==> src/rtl/wm_us_echo_gen_if.sv <==
// Trig/echo link between the ultrasonic controller (master) and the
// sensor emulator (slave), plus the emulator's status strobes.
interface wm_us_echo_gen_if;
    logic [7:0] distCm;
    logic       usTrig;
    logic       usEcho;
    logic       busy;
    logic       trigErr;
    logic       echoDone;

    modport master (
        output distCm,
        output usTrig,
        input  usEcho,
        input  busy,
        input  trigErr,
        input  echoDone
    );

    modport slave (
        input  distCm,
        input  usTrig,
        output usEcho,
        output busy,
        output trigErr,
        output echoDone
    );
endinterface

==> src/rtl/wm_us_echo_gen.sv <==
// HC-SR04 ultrasonic sensor emulator. A trigger pulse of at least
// TRIG_MIN_US is answered, ECHO_DELAY_US later, by an echo pulse whose
// width is distCm*US_PER_CM us (TIMEOUT_US when distCm is 0), followed by
// a HOLDOFF_US dead time. All durations are whole microseconds of
// CNT_1USEC clocks, timed from the entry of each state.
// Optional feature: define WM_US_JITTER_EN to add 0..7 us of LFSR jitter
// to every echo width.
module wm_us_echo_gen #(
    parameter int CNT_1USEC     = 125,
    parameter int TRIG_MIN_US   = 10,
    parameter int ECHO_DELAY_US = 250,
    parameter int US_PER_CM     = 58,
    parameter int TIMEOUT_US    = 38000,
    parameter int HOLDOFF_US    = 1000
) (
    input  logic              clk,
    input  logic              reset,
    wm_us_echo_gen_if.slave   bus
);

    typedef enum logic [2:0] {
        S_IDLE,
        S_TRIG_HI,
        S_DELAY,
        S_ECHO,
        S_HOLDOFF
    } state_t;

    state_t      r_state;
    logic        r_sync1;
    logic        r_sync2;
    logic        r_sync3;
    logic [15:0] r_pre;
    logic [15:0] r_us;
    logic [15:0] r_width;
    logic        r_echo;
    logic        r_busy;
    logic        r_trig_err;
    logic        r_echo_done;

    logic        w_rise;
    logic        w_fall;
    logic        w_tick;
    logic        w_last;
    logic        w_accept;
    logic [15:0] w_target;
    logic [15:0] w_base;
    logic [15:0] w_width_next;

    assign w_rise   = r_sync2 & ~r_sync3;
    assign w_fall   = ~r_sync2 & r_sync3;
    assign w_tick   = (r_pre == 16'(CNT_1USEC - 1));
    assign w_last   = w_tick && (r_us == w_target - 16'd1);
    assign w_accept = (r_state == S_TRIG_HI) && w_fall && (r_us >= 16'(TRIG_MIN_US));

    // Product fits in 16 bits for any 8-bit distance
    assign w_base = (bus.distCm == 8'd0) ? 16'(TIMEOUT_US)
                                         : ({8'd0, bus.distCm} * 16'(US_PER_CM));

`ifdef WM_US_JITTER_EN
    logic [15:0] r_lfsr;
    logic        w_lfsr_fb;

    assign w_lfsr_fb    = r_lfsr[15] ^ r_lfsr[13] ^ r_lfsr[12] ^ r_lfsr[10];
    assign w_width_next = w_base + {13'd0, r_lfsr[2:0]};

    // Jitter source advances once per accepted trigger
    always_ff @(posedge clk) begin
        if (reset) begin
            r_lfsr <= 16'hACE1;
        end else if (w_accept) begin
            r_lfsr <= {r_lfsr[14:0], w_lfsr_fb};
        end
    end
`else
    assign w_width_next = w_base;
`endif

    // Duration of the current timed state, in us
    always_comb begin
        w_target = 16'd1;
        case (r_state)
            S_DELAY:   w_target = 16'(ECHO_DELAY_US);
            S_ECHO:    w_target = r_width;
            S_HOLDOFF: w_target = 16'(HOLDOFF_US);
            default:   w_target = 16'd1;
        endcase
    end

    // Trigger synchronizer, us timebase and sequencing FSM
    always_ff @(posedge clk) begin
        if (reset) begin
            r_state     <= S_IDLE;
            r_sync1     <= 1'b0;
            r_sync2     <= 1'b0;
            r_sync3     <= 1'b0;
            r_pre       <= 16'd0;
            r_us        <= 16'd0;
            r_width     <= 16'd0;
            r_echo      <= 1'b0;
            r_busy      <= 1'b0;
            r_trig_err  <= 1'b0;
            r_echo_done <= 1'b0;
        end else begin
            r_sync1     <= bus.usTrig;
            r_sync2     <= r_sync1;
            r_sync3     <= r_sync2;
            r_trig_err  <= 1'b0;
            r_echo_done <= 1'b0;

            if (w_tick) begin
                r_pre <= 16'd0;
                if (r_us != 16'hFFFF) begin
                    r_us <= r_us + 16'd1;
                end
            end else begin
                r_pre <= r_pre + 16'd1;
            end

            // Every state change restarts the timebase (overrides the above)
            case (r_state)
                S_IDLE: begin
                    if (w_rise) begin
                        r_state <= S_TRIG_HI;
                        r_busy  <= 1'b1;
                        r_pre   <= 16'd0;
                        r_us    <= 16'd0;
                    end
                end
                S_TRIG_HI: begin
                    if (w_fall) begin
                        r_pre <= 16'd0;
                        r_us  <= 16'd0;
                        if (w_accept) begin
                            r_state <= S_DELAY;
                            r_width <= w_width_next;
                        end else begin
                            r_state    <= S_IDLE;
                            r_busy     <= 1'b0;
                            r_trig_err <= 1'b1;
                        end
                    end
                end
                S_DELAY: begin
                    if (w_last) begin
                        r_state <= S_ECHO;
                        r_echo  <= 1'b1;
                        r_pre   <= 16'd0;
                        r_us    <= 16'd0;
                    end
                end
                S_ECHO: begin
                    if (w_last) begin
                        r_state     <= S_HOLDOFF;
                        r_echo      <= 1'b0;
                        r_echo_done <= 1'b1;
                        r_pre       <= 16'd0;
                        r_us        <= 16'd0;
                    end
                end
                S_HOLDOFF: begin
                    if (w_last) begin
                        r_state <= S_IDLE;
                        r_busy  <= 1'b0;
                        r_pre   <= 16'd0;
                        r_us    <= 16'd0;
                    end
                end
                default: begin
                    r_state <= S_IDLE;
                    r_busy  <= 1'b0;
                    r_echo  <= 1'b0;
                end
            endcase
        end
    end

    assign bus.usEcho   = r_echo;
    assign bus.busy     = r_busy;
    assign bus.trigErr  = r_trig_err;
    assign bus.echoDone = r_echo_done;

endmodule

==> src/flat_wrapper.sv <==
// flat-port wrapper written by rule: the top's interface ports become plain ports
module wm_us_echo_gen_flat 
#(
    parameter int CNT_1USEC     = 125,
    parameter int TRIG_MIN_US   = 10,
    parameter int ECHO_DELAY_US = 250,
    parameter int US_PER_CM     = 58,
    parameter int TIMEOUT_US    = 38000,
    parameter int HOLDOFF_US    = 1000
)
  (clk, reset, bus_distCm, bus_usTrig, bus_usEcho, bus_busy, bus_trigErr, bus_echoDone);
  wm_us_echo_gen_if bus_i ();
  input  logic clk;
  input  logic reset;
  input wire logic [$bits(bus_i.distCm)-1:0] bus_distCm;
  input wire logic [$bits(bus_i.usTrig)-1:0] bus_usTrig;
  output wire logic [$bits(bus_i.usEcho)-1:0] bus_usEcho;
  output wire logic [$bits(bus_i.busy)-1:0] bus_busy;
  output wire logic [$bits(bus_i.trigErr)-1:0] bus_trigErr;
  output wire logic [$bits(bus_i.echoDone)-1:0] bus_echoDone;
  assign bus_i.distCm = bus_distCm;
  assign bus_i.usTrig = bus_usTrig;
  assign bus_usEcho = bus_i.usEcho;
  assign bus_busy = bus_i.busy;
  assign bus_trigErr = bus_i.trigErr;
  assign bus_echoDone = bus_i.echoDone;
  wm_us_echo_gen #(.CNT_1USEC(CNT_1USEC), .TRIG_MIN_US(TRIG_MIN_US), .ECHO_DELAY_US(ECHO_DELAY_US), .US_PER_CM(US_PER_CM), .TIMEOUT_US(TIMEOUT_US), .HOLDOFF_US(HOLDOFF_US)) u_core (.clk(clk), .reset(reset), .bus(bus_i));
endmodule
==> config.mk <==
export PLATFORM = sky130hd
export DESIGN_NAME = wm_us_echo_gen_flat
export DESIGN_NICKNAME = d
export VERILOG_FILES = /design/src/rtl/wm_us_echo_gen_if.sv /design/src/rtl/wm_us_echo_gen.sv /design/src/flat_wrapper.sv
export SDC_FILE = /design/constraint.sdc
export NUM_CORES = 1
export LEC_CHECK = 0
export CORE_UTILIZATION = 55
export DETAILED_ROUTE_END_ITERATION = 16
export PLACE_DENSITY_LB_ADDON = 0.05
export SLEW_MARGIN = 20
export SYNTH_ARGS = -nofsm -noshare
export SYNTH_HDL_FRONTEND = slang
export SYNTH_SLANG_ARGS = --single-unit
==> constraint.sdc <==
create_clock -name clk -period 6.85 [get_ports clk]
set_input_delay 1.7125 -clock clk [delete_from_list [all_inputs] [get_ports clk]]
set_output_delay 1.7125 -clock clk [all_outputs]
set_load 0.1 [all_outputs]
### After elaboration in Yosys (flattened, before gate mapping)

Index checks and enable logic that the tools add are counted.

| word-level totals | value |
|---|---|
| output and inout bits | 4 |
| bits of input ports | 11 |
| bits in registers | 58 |

| cells by class | value |
|---|---|
| multiplexer cells | 29 |
| order comparisons | 1 |
| $add $sub $neg | 3 |
| equality and inequality tests | 13 |
| bitwise logic cells | 9 |
| reductions and logical operators | 14 |
| $mul | 1 |

Operators by type and width:

| cell | count |
|---|---|
| $mux 16 | 10 |
| $pmux 16 s3 | 3 |
| $add 16x1->16 const B | 2 |
| $eq 16x16->1 | 1 |
| $eq 16x7->1 const B | 1 |
| $ge 16x4->1 const B | 1 |
| $ne 16x16->1 const B | 1 |
| $sub 16x1->16 const B | 1 |
| $mux 3 | 5 |
| $pmux 3 s5 | 1 |
| $mul 8x5->13 const B | 1 |
| $ne 2x1->1 const B | 5 |
| $reduce_and 5->1 | 2 |
| $reduce_or 3->1 | 3 |
| $logic_not 8->1 | 1 |
| $mux 1 | 7 |
| $not 1->1 | 7 |
| $eq 3x2->1 const B | 2 |
| $reduce_and 3->1 | 2 |
| $pmux 1 s4 | 1 |
| $reduce_or 2->1 | 2 |
| $eq 3x1->1 const B | 1 |
| $eq 3x3->1 const B | 1 |
| $logic_and 1x1->1 | 3 |
| other kinds (5) | 6 |

### Depth between registers and ports, before layout

| depth | value |
|---|---|
| depth after elaboration | 7 |
| mapped depth | 14 |
| gate-level depth less buffers | 14 |

### Worst setup path before layout

No wires, ideal clock.

| path | value |
|---|---|
| path type | input to register |
| start point | input bus_distCm[1] |
| end point | register u_core.r_width[12] |
| stages on the path | 14 |
| required time | 6755 ps |
| buffers on the path | 0 |
| arrival | 4535 ps |
| slack | 2219 ps |
| cells stage by stage | fa_1 > ha_1 > inv_1 > fa_1 > inv_1 > ha_1 > a21o_1 > a21oi_1 > o21bai_1 > a21oi_1 > o21bai_1 > a21oi_1 > xor2_1 > a221oi_1 |

| between the ends | value |
|---|---|
| cells in the longest elaborated chain, start to end | 2 |

RTL lines:

| item | RTL line | source |
|---|---|---|
| start, declared | flat_wrapper.sv:15 | `input wire logic [$bits(bus_i.distCm)-1:0] bus_distCm;` |
| $mul 8x5->13 or $logic_not 8->1 (tied branches) | wm_us_echo_gen.sv:58, wm_us_echo_gen.sv:57 |  |
| $mux 16 (*) | wm_us_echo_gen.sv:57 | `assign w_base = (bus.distCm == 8'd0) ? 16'(TIMEOUT_US)` |
| end signal, assigned | wm_us_echo_gen.sv:136 | `r_width <= w_width_next;` |
| end, declared | wm_us_echo_gen.sv:35 | `logic [15:0] r_width;` |

Mark *: on every way between the ends. The rest lies on a longest branch, timed or not.
A chain may end at the register's enable or synchronous reset.

### Worst setup path in the final report

| path | value |
|---|---|
| start point | input bus_distCm[3] |
| end point | register u_core.r_width[12] |

Same word-level chain as after synthesis.

==> impl_metrics.yaml <==
cts:
  cts_root_buf: "clkbuf_8"
  cts.sinks: 56
  post_cts_buffers: 0
  clk-insertion-delay-late_ps: 320
  numCtsBuffers: 5
  cts_tree: "done"
  cts_hold_buffers: 0
  clk_pin_slew_ps: 100
  cts_resized: 0
  htreeDepth: 2
  clock_path_buffers: 2
timing:
  report.final.slew_viol_count: 0
  finalClockSkew_ps: 12.9
  fin_crit_sh: 0.751
  rsz0062_at_grt: "false"
  fin_setup_tns_ps: 0
  period_needed_ps: 5140
  relSlewSlack: 0.295
  setup_viol: 0
  max_freq_ghz: 0.195
  finalHoldViolations: 0
  tightest_slew_ps: 1040
drt:
  num_vias: 3658
  drtPass1Iterations: 4
  wl_per_cell_um: 16.2
  wl_um: 9810
  ant_nets: 0
  drt_iter0_drc: 220
  route.detailed.drc: 0
  via_per_inst: 6.04
setup_path:
  crit_fanout: 5
  critical_path.max_stage_delay_ps: 650
  cp-end-kind: "flop"
  cp_slowest_cell: "clkdlybuf4s50_1"
  cp_common_cell: "a21oi_1"
  cp_data_arrival_time_ps: 5360
  crit_path_start_kind: "input pin"
  path_delay_family: "adder cells"
  timing.critical_path.buf_inv: 3
  path_class: "in -> reg"
  path_cells: "clkdlybuf4s50_1 > fa_1 > ha_1 > inv_1 > fa_1 > inv_1 > ha_1 > a21o_1 > a21oi_1 > o21bai_1 > a21oi_1 > o21bai_1 > a21oi_1 > xor2_1 > a221oi_1"
  rrSetupSlack_ps: 2740
  required_ps: 7070
synthesis:
  synthCells: 510
  syn_nets: 566
  synth_cell_types: 66
  yosysSeqAreaShare: 0.262
  syn_area_um2: 4290
  synth.ff_latch_count: 56
  yosysWarnings: 0
  syn_area_per_cell_um2: 8.41
  synth_async_sr_flop_share: 0
  synth_ff_type: "dfxtp_1"
  synth_edf_count: 0
finish:
  area_growth_pct: 5.72
  num-fill-cells: 702
  layout-drive-gt1-share: 0.0690
  nets: 562
  final_cell_mix: "nor2_1, dfxtp_1, ha_1"
  num_antenna_cells: 0
  final_common_cell: "nor2_1"
  finalNonFillerCells: 606
floorplanning:
  die_height_um: 90.3
  die_w_um: 90.3
  die_area_um2: 8150
  row_count: 31
  coreArea_um2: 7410
  start_util: 0.579
  ioPinCount: 15
worst_hold_path:
  hold_path_class: "reg -> reg"
place:
  placed_cells: 598
  place_congestion: 0.870
  dp_hpwl_um: 7360
  io_buffers: 14
global_route:
  antenna_found_initial: 1
  track_usage: 0.242
  grt_pass1_wl_um: 16100
  gr-total-overflow: 0
  first_global_vias: 3381
  grt_max_degree: 30
status:
  status: "complete, no violations"
power_and_ir_drop:
  ir_worst_vdd_v: 0.0000802
  powerDensity_nw_per_um2: 156
  leakage_uw: 0.00179
job:
  maxCapViolCount: 0
## worst register-to-register path, delay by kind of cell, from the launching register on
kind,cells,cell delay (ps)
simple gates,6,2030
compound gates,2,1260
flops,1,770
## logic make-up (layout without fill, tap and decap cells)
| kind of cell | after synthesis | count (layout) | synth area share |
|---|---|---|---|
| simple gates | 211 | 211 | 0.278 |
| compound gates | 88 | 88 | 0.144 |
| buf+inv | 61 | 58 | 0.0595 |
| flops | 56 | 56 | 0.262 |
| fa+ha+maj | 45 | 45 | 0.151 |
| xor+xnor | 43 | 43 | 0.0914 |
| mux | 6 | 6 | 0.0143 |
## per-stage QoR
step	hold WS (ps)	area [um^2]	utilization	power [uW]	setup slack (ps)
floorplan	414	4290	-	484	2220
global placement	415	4440	0.600	520	1490
detailed placement	431	4440	0.600	524	1360
CTS	462	4530	0.612	713	1680
global route	470	4530	0.612	749	1470
finish	458	4530	0.612	707	1710
## cell usage after synthesis (5+ instances only)
cell type	count	share of area
dfxtp_1	56	0.26
ha_1	34	0.099
nor3_2	11	0.026
nand2_1	23	0.020
mux2i_1	5	0.012
o21ai_0	10	0.012
xor2_1	18	0.037
nand2b_1	6	0.0088
xnor2_1	24	0.049
nor3b_1	5	0.0088
clkbuf_1	24	0.021
nor2b_1	10	0.015
a21oi_1	20	0.023
nand3_1	18	0.021
fa_1	11	0.051
a22oi_1	8	0.014
or3_1	7	0.010
nor2_1	57	0.050
nor4_1	11	0.016
nand4_1	9	0.013
inv_1	33	0.029
a31oi_1	5	0.0073
nor3_1	18	0.021
a21o_1	7	0.012
and3_1	10	0.015
## worst paths after layout
kind         depth (start not counted)                 end               from
max                                 15  u_core.r_width[12]      bus_distCm[3]
min                                  1      u_core.r_sync2     u_core.r_sync1
max reg2reg                          8     u_core.r_us[12]  u_core.r_state[1]
min reg2reg                          1      u_core.r_sync2     u_core.r_sync1
## sequential cells by signal, indices dropped and copies added (netlist names)
name and flops:
u_core.r_pre 16, u_core.r_us 16, u_core.r_width 14, u_core.r_state 3, u_core.bus.busy 1, u_core.bus.echoDone 1, u_core.bus.trigErr 1, u_core.bus.usEcho 1
u_core.r_sync1 1, u_core.r_sync2 1, u_core.r_sync3 1
## where the power goes
part           switching (uW)  internal, uW
Combinational             104          80.7
Sequential               2.66           329
Clock                     117          73.0
## layer usage
metal  global-route usage  vias to the layer above  wire [um]
li1                     -                     1802          -
met1                0.315                     1774       4600
met2                0.431                       67       4780
met3               0.0303                       13        330
met4               0.0484                        2         90
met5                    0                        -         13
## layout make-up
class                      instances  area [um^2]  share of cell area
clock inverter                     3         21.3             0.00469
clock buffer                       5         68.8              0.0152
tap                               99          124              0.0273
multi-input combinational        393         2910               0.642
sequential                        56         1120               0.247
inverter                          33          124              0.0273
timing repair buffer              17          163              0.0359
Note: power is estimated with default switching activity, not from simulation.
==> edit (same settings) <==
Add a define of `WM_US_JITTER_EN`.
--- a/src/rtl/wm_us_echo_gen.sv
+++ b/src/rtl/wm_us_echo_gen.sv
@@ -7,2 +7,4 @@
 // to every echo width.
+`define WM_US_JITTER_EN
+
 module wm_us_echo_gen #(
Behaviour: same outputs for any inputs over 10 cycles, from zero or initial values and one cycle with reset high; that may be too few to reach the edited logic, so the function may still have changed.
==> edit against the original RTL <==
- die area increased by 25%
- final area increased by 28%
- combinational power increased by 81%
- area after synthesis increased by 26%
- worst setup slack got worse by 0.45 ns
- first-iteration DRC count decreased by 15%
- count of clock-buffer cells in the layout increased by 5
- wire length increased by 20%
- sequential cell count increased by 18
- utilization increased by 0.64 points
- total power increased by 67%
- final cell count increased by 29%
- sequential share of layout area increased by 0.83 points
- largest power group unchanged
==> edit: results (changes against the original RTL) <==
| Metric | Value |
|---|---|
| Most common library cells after synthesis | `dfxtp_1 (74), nand2_1 (73), nor2_1 (60)` |
| Register area share after synthesis | `27.5% (+1.4 points)` |
| Fill cells | `871 (+24%)` |
| Total vias in the final route | `4520 (+24%)` |
| Max Root-Sink Buffers | `2 (unchanged)` |
| WL final | `11.8 mm (+20%)` |
| Net Sw Frac | `32.1% (+0.43 points)` |
| Share of layout cells above drive strength 1 | `7.04% (+0.14 points)` |
| Status | `complete, no violations` |
| First-pass GRT wire length | `20.8 mm (+29%)` |
| Met3 global-route usage | `4.92% (+1.9 points)` |
| Setup Skew | `0.0149 ns (+0.00203 ns)` |
| Reg clk slew, reported paths | `0.09 ns` |
| Gpl congestion | `0.925 (+6.3%)` |
| Largest net degree at the start of global routing | `45 (+50%)` |
| Port-buffer cells | `14 (unchanged)` |
| Routed wl met3 | `426 microns (+29%)` |
| Initial DRC Count | `188 (-15%)` |
| Diode count | `0 (unchanged)` |
| Synth area leaders | `dfxtp_1 (28%), ha_1 (8.6%), xnor2_1 (6.3%), nand2_1 (5.1%), fa_1 (4.5%)` |
| DP HPWL | `8.69 mm (+18%)` |
| Grt total ovfl | `0 (unchanged)` |
| YS warnings | `0 (unchanged)` |
| HP Class | `reg -> reg` |
| Clock group power | `402 uW (+110%)` |
| Met1 Use GR | `34.3% (+2.8 points)` |
| Maximum vdd drop | `0.146 mV (+83%)` |
| CTS root buf | `clkbuf_8` |
| Vias in the first global route | `4310 (+27%)` |
| Leak Pwr | `2.22 nW (+24%)` |
| Latest clock arrival within the worst-skew pair | `0.35 ns (+0.03 ns)` |
| Distinct cell type count of the synthesized netlist | `73 (+11%)` |
| Instance area at placement | `5560 sq um (+25%)` |
| CTS buffer count | `9 (+4)` |
| First-pass iteration count of the detailed router | `5 (+1)` |
| Crit-path max FO | `6 (+1)` |
| Top-area cell type share of the netlist area | `27.5% (+1.4 points)` |
| Worst slew pin tran | `1.06 ns (+0.0124 ns)` |
| Uppermost routed layer | `met4` |
| Met2 WL | `5.49 mm (+15%)` |
| CTS H-tree lvls | `3 (+1)` |
| Post_cts resized | `0 (unchanged)` |
| Met2 Track Usage GR | `41.0% (-2.1 points)` |
| Setup bufs post-CTS | `0 (unchanged)` |
| Initial antenna violation count | `0 (-1)` |
| Post-route met1 wirelength | `5.57 mm (+21%)` |
| Layout net count | `708 (+26%)` |
| Post-synthesis async set-or-reset flop share | `0% (unchanged)` |
| Global Route Usage Sum | `25.9% (+1.6 points)` |
| Logic power comb | `334 uW (+81%)` |
-- edit: cell types whose count changed after synthesis, moves of 8 or more --
cell,unedited run,this run
xnor2_1,24,39
o211ai_1,2,10
nor3_2,11,2
nand2_1,23,73
a21oi_1,20,33
nor2_2,0,10
dfxtp_1,56,74
nand3b_1,2,12
-- edit: metrics by stage --
stage	hold WS [ns]	setup WS [ns]	cells	total power, mW
final	0.449	1.26	782	1.18
after CTS	0.448	1.24	782	1.19
after global routing	0.480	1.03	782	1.26
after detailed placement	0.426	0.887	766	0.788
after floorplan	0.414	1.82	651	0.724
after global placement	0.435	1.00	766	0.782
-- edit: worst paths after layout --
path / startpoint / end / slack, ns / cells after the start
hold / removal: u_core.r_sync1 / u_core.r_sync2 / 0.45 / 1
hold reg to reg: u_core.r_sync1 / u_core.r_sync2 / 0.45 / 1
setup / recovery: bus_distCm[1] / u_core.r_width[14] / 1.26 / 11
setup reg to reg: u_core.r_state[0] / u_core.r_us[14] / 2.77 / 10
-- edit: worst max-delay path: stages --
cell and delay, ns:
clkdlybuf4s50_1 0.66, fa_1 0.46, ha_1 0.33, fa_1 0.46, ha_1 0.36, a21o_1 0.19
a211o_1 0.30, a2111oi_0 0.51, o31ai_1 0.22, or4_1 0.51, a21oi_1 0.15
-- edit: area by class of cell --
class | count | area [sq um] | share of cell area [%]
clock buffers | 10 | 138 | 2.38
inverters | 29 | 109 | 1.88
clock inverters | 6 | 97.6 | 1.68
repair buffers | 19 | 178 | 3.07
flip-flops and latches | 74 | 1480 | 25.6
well taps | 129 | 161 | 2.79
multi-input cells | 515 | 3630 | 62.6
-- edit: kinds of logic after synthesis --
kind of cell / share of synthesized area [%]
xor+xnor: 10.5
compound gates: 15.8
buf+inv: 5.07
flops: 27.5
fa+ha+maj: 13.1
mux: 1.14
simple gates: 26.8
